[config.mk]
export PLATFORM = sky130hd
export DESIGN_NAME = pa_spsram_ctrl
export DESIGN_NICKNAME = d
export VERILOG_FILES = /design/src/rtl/pa_spsram_ctrl.sv
export SDC_FILE = /design/constraint.sdc
export NUM_CORES = 1
export LEC_CHECK = 0
export CORE_UTILIZATION = 36
export CTS_CLUSTER_DIAMETER = 200
export DETAILED_ROUTE_END_ITERATION = 8
export PLACE_DENSITY = 0.94
export SYNTH_ARGS = -nofsm -noshare
export SYNTH_HDL_FRONTEND = slang
export SYNTH_SLANG_ARGS = --single-unit
[constraint.sdc]
create_clock -name forever_cpuclk -period 4.1 [get_ports forever_cpuclk]
set_input_delay 0.41 -clock forever_cpuclk [delete_from_list [all_inputs] [get_ports forever_cpuclk]]
set_output_delay 0.41 -clock forever_cpuclk [all_outputs]
set_load 0.05 [all_outputs]
[src/rtl/pa_spsram_ctrl.sv]
// Purpose     : single-port SRAM front end: request handshake, byte strobe to bit-WEN, init sweep after reset or on demand.
// Latency     : macro access in the accept cycle; rd_vld/rd_data one cycle after a read is accepted.
// Backpressure: req_rdy low for the whole sweep (2^ADDR_WIDTH cycles); otherwise one request accepted per cycle.
module pa_spsram_ctrl #(
   parameter int                    ADDR_WIDTH = 12,
   parameter int                    DATA_WIDTH = 32,
   parameter bit                    INIT_EN    = 1'b1,
   parameter logic [DATA_WIDTH-1:0] INIT_VAL   = '0
) (
   input  logic                    forever_cpuclk,
   input  logic                    cpurst_b,
   input  logic                    req_vld,
   output logic                    req_rdy,
   input  logic                    req_wr,
   input  logic [ADDR_WIDTH-1:0]   req_addr,
   input  logic [DATA_WIDTH-1:0]   req_wdata,
   input  logic [DATA_WIDTH/8-1:0] req_bwe,
   input  logic                    init_req,
   output logic                    init_done,
   output logic                    rd_vld,
   output logic [DATA_WIDTH-1:0]   rd_data,
   output logic [ADDR_WIDTH-1:0]   ram_a,
   output logic                    ram_cen,
   output logic                    ram_gwen,
   output logic [DATA_WIDTH-1:0]   ram_wen,
   output logic [DATA_WIDTH-1:0]   ram_d,
   input  logic [DATA_WIDTH-1:0]   ram_q
);

   localparam int BYTES = DATA_WIDTH / 8;
   localparam logic [ADDR_WIDTH-1:0] CNT_ONE = {{(ADDR_WIDTH-1){1'b0}}, 1'b1};

   typedef enum logic {
      ST_IDLE = 1'b0,
      ST_INIT = 1'b1
   } state_t;

   state_t                  state;
   state_t                  state_nxt;
   logic [ADDR_WIDTH-1:0]   init_cnt;
   logic [ADDR_WIDTH-1:0]   init_cnt_nxt;
   logic [DATA_WIDTH-1:0]   rd_hold;
   logic                    req_acc;
   logic                    rd_acc;
   logic                    wr_acc;
   logic                    init_act;

   assign req_rdy   = (state == ST_IDLE);
   assign init_done = (state == ST_IDLE);

   // Reset is folded in so the macro pins sit at their idle levels while reset is held,
   // even though the state register already points at INIT.
   assign req_acc  = req_vld & req_rdy & cpurst_b;
   assign rd_acc   = req_acc & ~req_wr;
   // A write with no strobes is consumed but never touches the macro.
   assign wr_acc   = req_acc & req_wr & (|req_bwe);
   assign init_act = (state == ST_INIT) & cpurst_b;

   // The pulse cycle forwards ram_q directly; the hold register covers every other cycle.
   assign rd_data = rd_vld ? ram_q : rd_hold;

   // State, sweep counter, read pulse and read-data hold register.
   always_ff @(posedge forever_cpuclk or negedge cpurst_b) begin
      if (!cpurst_b) begin
         state    <= INIT_EN ? ST_INIT : ST_IDLE;
         init_cnt <= '0;
         rd_vld   <= 1'b0;
         rd_hold  <= '0;
      end else begin
         state    <= state_nxt;
         init_cnt <= init_cnt_nxt;
         rd_vld   <= rd_acc;
         if (rd_vld) begin
            rd_hold <= ram_q;
         end
      end
   end

   // Next state: sweep walks every word once, IDLE leaves only on init_req.
   always_comb begin
      state_nxt    = state;
      init_cnt_nxt = init_cnt;
      case (state)
         ST_INIT: begin
            if (&init_cnt) begin
               state_nxt    = ST_IDLE;
               init_cnt_nxt = '0;
            end else begin
               init_cnt_nxt = init_cnt + CNT_ONE;
            end
         end
         ST_IDLE: begin
            if (init_req) begin
               state_nxt = ST_INIT;
            end
         end
         default: begin
            state_nxt    = ST_IDLE;
            init_cnt_nxt = '0;
         end
      endcase
   end

   // Macro pins: sweep write, request read or request write; idle otherwise.
   always_comb begin
      ram_cen  = 1'b1;
      ram_gwen = 1'b1;
      ram_wen  = '1;
      ram_a    = '0;
      ram_d    = '0;
      if (init_act) begin
         ram_cen  = 1'b0;
         ram_gwen = 1'b0;
         ram_wen  = '0;
         ram_a    = init_cnt;
         ram_d    = INIT_VAL;
      end else if (rd_acc) begin
         ram_cen  = 1'b0;
         ram_a    = req_addr;
      end else if (wr_acc) begin
         ram_cen  = 1'b0;
         ram_gwen = 1'b0;
         ram_a    = req_addr;
         ram_d    = req_wdata;
         for (int i = 0; i < BYTES; i++) begin
            ram_wen[8*i +: 8] = {8{~req_bwe[i]}};
         end
      end
   end

endmodule

Word-level counts from Yosys, hierarchy flattened
Cells that the tools add are included.

Logic and storage cells: 38. Register bits after elaboration: 46. Input bits: 85.

Add/sub/neg operators: 1. Reductions and logical operators: 2. Multiplexer cells: 19. Bitwise gates (word level): 12.

Operators with widths (number): two-way mux 32 bit (7); two-way mux 12 bit (4); adder 12 x 1 -> 12 bit, second input constant (1); AND reduction 12 bit (1); two-way mux 1 bit (7); bitwise AND 1 bit (6); NOT 1 bit (6); OR reduction 4 bit (1); one-hot mux 1 bit (2 select lines) (1).

Longest topological paths before layout
Depth in word-level cells: 8. Mapped depth: 5. Depth with buffers taken out: 5.

Least setup slack after synthesis
Ideal clock, no wire load.

Path kind: register -> output. Start: register state. End: output port ram_wen[10]. Path buffers: 3. Arrival: 2.602 ns. Slack: 1.088 ns. Stages on the path, launching flop included: 5. Path through: dfstp_2 buf_2 clkbuf_1 o21ai_0 buf_4.

Longest elaborated chain between the ends: 8. Elaborated cells between the ends (all ways): 10. Classes of those cells: mux: 3; bitwise: 7.

RTL lines: start: declaration (RTL line 38) `state_t state;`; start signal: assignment (RTL line 65) `state <= INIT_EN ? ST_INIT : ST_IDLE;`; start signal: assignment (RTL line 70) `state <= state_nxt;`; NOT 1 bit (RTL line 48) `assign req_rdy = (state == ST_IDLE);`; bitwise AND 1 bit (2 in a row) (RTL line 53) `assign req_acc = req_vld & req_rdy & cpurst_b;`; bitwise AND 1 bit (2 in a row) (RTL line 56) `assign wr_acc = req_acc & req_wr & (|req_bwe);`; two-way mux 32 bit (RTL line 120) `end else if (wr_acc) begin`; two-way mux 32 bit (RTL line 117) `end else if (rd_acc) begin`; two-way mux 32 bit (*) (RTL line 111) `if (init_act) begin`; end: declaration (RTL line 25) `output logic [DATA_WIDTH-1:0] ram_wen,`.

Every way passes the cells marked *; elsewhere a longest branch is shown, timed or not.

Final worst setup path
Start: register state. End: output port ram_a[8].

Longest elaborated chain between the ends: 8. Elaborated cells between the ends (all ways): 10. Classes of those cells: mux: 3; bitwise: 7.

RTL lines: NOT 1 bit (RTL line 48); bitwise AND 1 bit (2 in a row) (RTL line 53); bitwise AND 1 bit (2 in a row) (RTL line 56); two-way mux 12 bit (RTL line 120); two-way mux 12 bit (RTL line 117); two-way mux 12 bit (*) (RTL line 111); end: declaration (RTL line 22) `output logic [ADDR_WIDTH-1:0] ram_a,`.

Marks and branches as above.

==> run metrics <==
CTS buffer count 5; Max Cap Viol 0; PnR worst setup slack roughly 0.81 ns; crit-path max FO 23; worst hold path type input pin to async pin; detailed placement HPWL 6.128 mm; pre-CTS WS 0.8631 ns; share of layout cells above drive strength 1 12.10%; Cell Area, Synth 0.002567 mm^2; cell taking the most area after synthesis dfrtp_1; multi-input logic area 0.001140 mm^2; crit path DAT approximately 2.9 ns; critical path required time 3.69 ns; register area share after synthesis 44.88%; TritonRoute pass-1 iters 4; Power Dens Cells 303.8 mW/mm^2; Critical Path Source state; Layout area overhead 75.93%; fill count roughly 550; Residual DRC 0; core area 0.006832 mm^2; CTS max path bufs 2; Reg clk slew, reported paths 0.09 ns; DIE AREA roughly 0.0075 mm^2; DRT antenna net count 0; critical path type register to primary output; total negative setup slack 0 ns; largest net degree at the start of global routing 42; hold_buf cts 0; Synth top area share 43.86%; Slew @ Worst Pin 0.8577 ns; initial core utilization 37.58%; Skew-Pair Late Insertion Delay 0.29 ns; DRT iter0 DRCs 44; outcome finished clean; register area 0.001152 mm^2; Total GRT Usage 20.36%; Final Hold Fails 0; Leak 0.001901 uW; synthesized area per cell 10.79 um^2; main flop type after synthesis dfrtp_1; first-pass GRT wire length 11.82 mm; worst vdd rail ir drop 0.1385 mV; post-CTS setup buffer count 0; ranking of synthesized cells by area dfrtp_1 (44%), mux2_2 (13%), buf_4 (8.8%), and2_1 (8.0%), a22o_1 (2.7%); worst r2r src init_cnt[0]; CTS root buffer clkbuf_8; count of cell types in the netlist between 40 and 50; NumNets Final 490; Setup-failing EPs final 0; reg2reg path depth 5; crit path capture ram_a[8]; Die Y a little under 90 um; count of input and output buffers between 150 and 200; PostCTS Resize Cnt 0; Die Wd 86.45 um; highest clock rate 0.3039 GHz; dpl cells 493; Critical R2R Capture init_cnt[7]; critical path endpoint category primary output; R2R setup slack between 2 and 2.5 ns; share of flip-flops with an asynchronous set or reset 100.0%; initial antenna violation count 2; via/cell ratio 4.859; crit share post-route 80.25%; Rel. slew slack 42.22%; I/O Pins 198; RSZ-0062 raised after global routing false; pins over their slew limit 0; CTS tree yes; crit path time final 3.290 ns; wire per inst about 16 um; clock skew 0.006848 ns; H-tree depth 2; Rows 30; routability cong. roughly 0.79; Sink Count 46; yosys warns 0; Post-Syn Instances 238; grt total ovfl 0; syn nets 324; vias in the first global route between 2k and 2.5k; final cell count without fillers 503; Setup crit start kind register; via count about 2.4k; Yosys reg bits 46; EDFF count, synth 0; drt total wl 7.876 mm
-- metrics by stage --
step	hold WS (ns)	total power, uW	utilization [%]	cell area, um^2
after floorplan	0.1144	866.1	-	2567
after global placement	0.3196	1041	64.49	4405
after detailed placement	0.3217	1056	64.49	4405
after CTS	0.0002103	1385	66.04	4512
after global routing	0.005716	1437	66.12	4517
final	0.01129	1372	66.12	4517
-- layout make-up --
class / instances / area share, %
antenna: 2 / 0.1108
clock inverter: 1 / 0.6648
sequential: 46 / 25.51
inverter: 1 / 0.08310
clock buffer: 7 / 1.690
tap: 96 / 2.659
multi-input combinational: 150 / 25.24
timing repair buffer: 200 / 44.04
-- cell usage in the layout (no fill, tap or decap), drive strengths merged --
cell type / count
clkdlybuf4s50: 196
dfrtp: 45
and2: 33
mux2: 32
nand2: 16
o21ai: 9
a22o: 8
nand3: 8
clkbuf: 7
a21boi: 5
and3: 4
buf: 4
nor2: 3
xnor2: 3
nor3: 3
nor4: 3
nand4: 3
diode: 2
a21oi: 2
o2bb2ai: 2
mux2i: 2
xor2: 2
or4: 2
inv: 1
nor3b: 1
a2111oi: 1
and4: 1
nand2b: 1
a21o: 1
o31a: 1
o31ai: 1
a41oi: 1
a31oi: 1
ha: 1
bufinv: 1
dfstp: 1
-- worst min path at each step --
stage,startpoint,to,slack (ns),cells after the start
5_1_grt,cpurst_b,init_cnt[0],0.006,1
3_3_place_gp,cpurst_b,init_cnt[0],0.32,1
2_1_floorplan,cpurst_b,init_cnt[0],0.11,0
3_5_place_dp,cpurst_b,init_cnt[9],0.32,1
6_report,cpurst_b,init_cnt[0],0.01,1
4_1_cts,cpurst_b,init_cnt[9],0.0002,1
-- synth_stat cells (2+ instances only) --
master / n
dfrtp_1: 45
mux2_2: 30
and3_1: 4
buf_4: 30
o2bb2ai_1: 2
nor4_2: 2
a22o_1: 8
nand3_1: 7
a21boi_0: 5
clkbuf_1: 6
nor3_1: 3
and2_1: 33
a21oi_1: 2
buf_2: 4
mux2i_1: 2
nand2_1: 15
nor2_1: 3
nand4_1: 2
xnor2_1: 3
o21ai_0: 9
mux2_1: 2
xor2_1: 2
-- routing by layer --
metal	routed length, um	GRT usage [%]	vias up
li1	-	-	1130
met1	3067	22.37	1166
met2	3950	35.86	138
met3	665	5.524	10
met4	192	10.76	0
met5	0	0	-
-- state kept, by name, indices dropped and copies added, names as in the netlist --
register / cells
rd_hold: 32
init_cnt: 12
rd_vld: 1
state: 1
-- power by group --
part | leakage, uW | switching (uW) | internal [uW]
Clock | 0.0000525 | 142 | 182
Sequential | 0.000617 | 68.3 | 497
Combinational | 0.00123 | 275 | 207
Total | 0.00190 | 486 | 886
-- cell families (layout without fill, tap and decap cells) --
group	count (synthesis)	count (layout)	synth area share, %
AND/OR/NAND/NOR	78	78	18.52
flip-flops	46	46	44.88
buffers and inverters	42	209	10.72
multiplexers	34	34	14.81
AO/OA/AOI/OAI	32	32	8.870
XOR/XNOR	5	5	1.706
adder cells (fa/ha/maj)	1	1	0.4873
other	0	2	0
-- critical path, stage by stage, from the launching register on --
cell,delay [ns]
dfstp_2,0.50
inv_2,0.21
nand3_1,0.16
a21oi_1,0.63
a22o_1,0.26
clkdlybuf4s50_1,0.82
No activity file was read; power rests on OpenSTA's default activity.
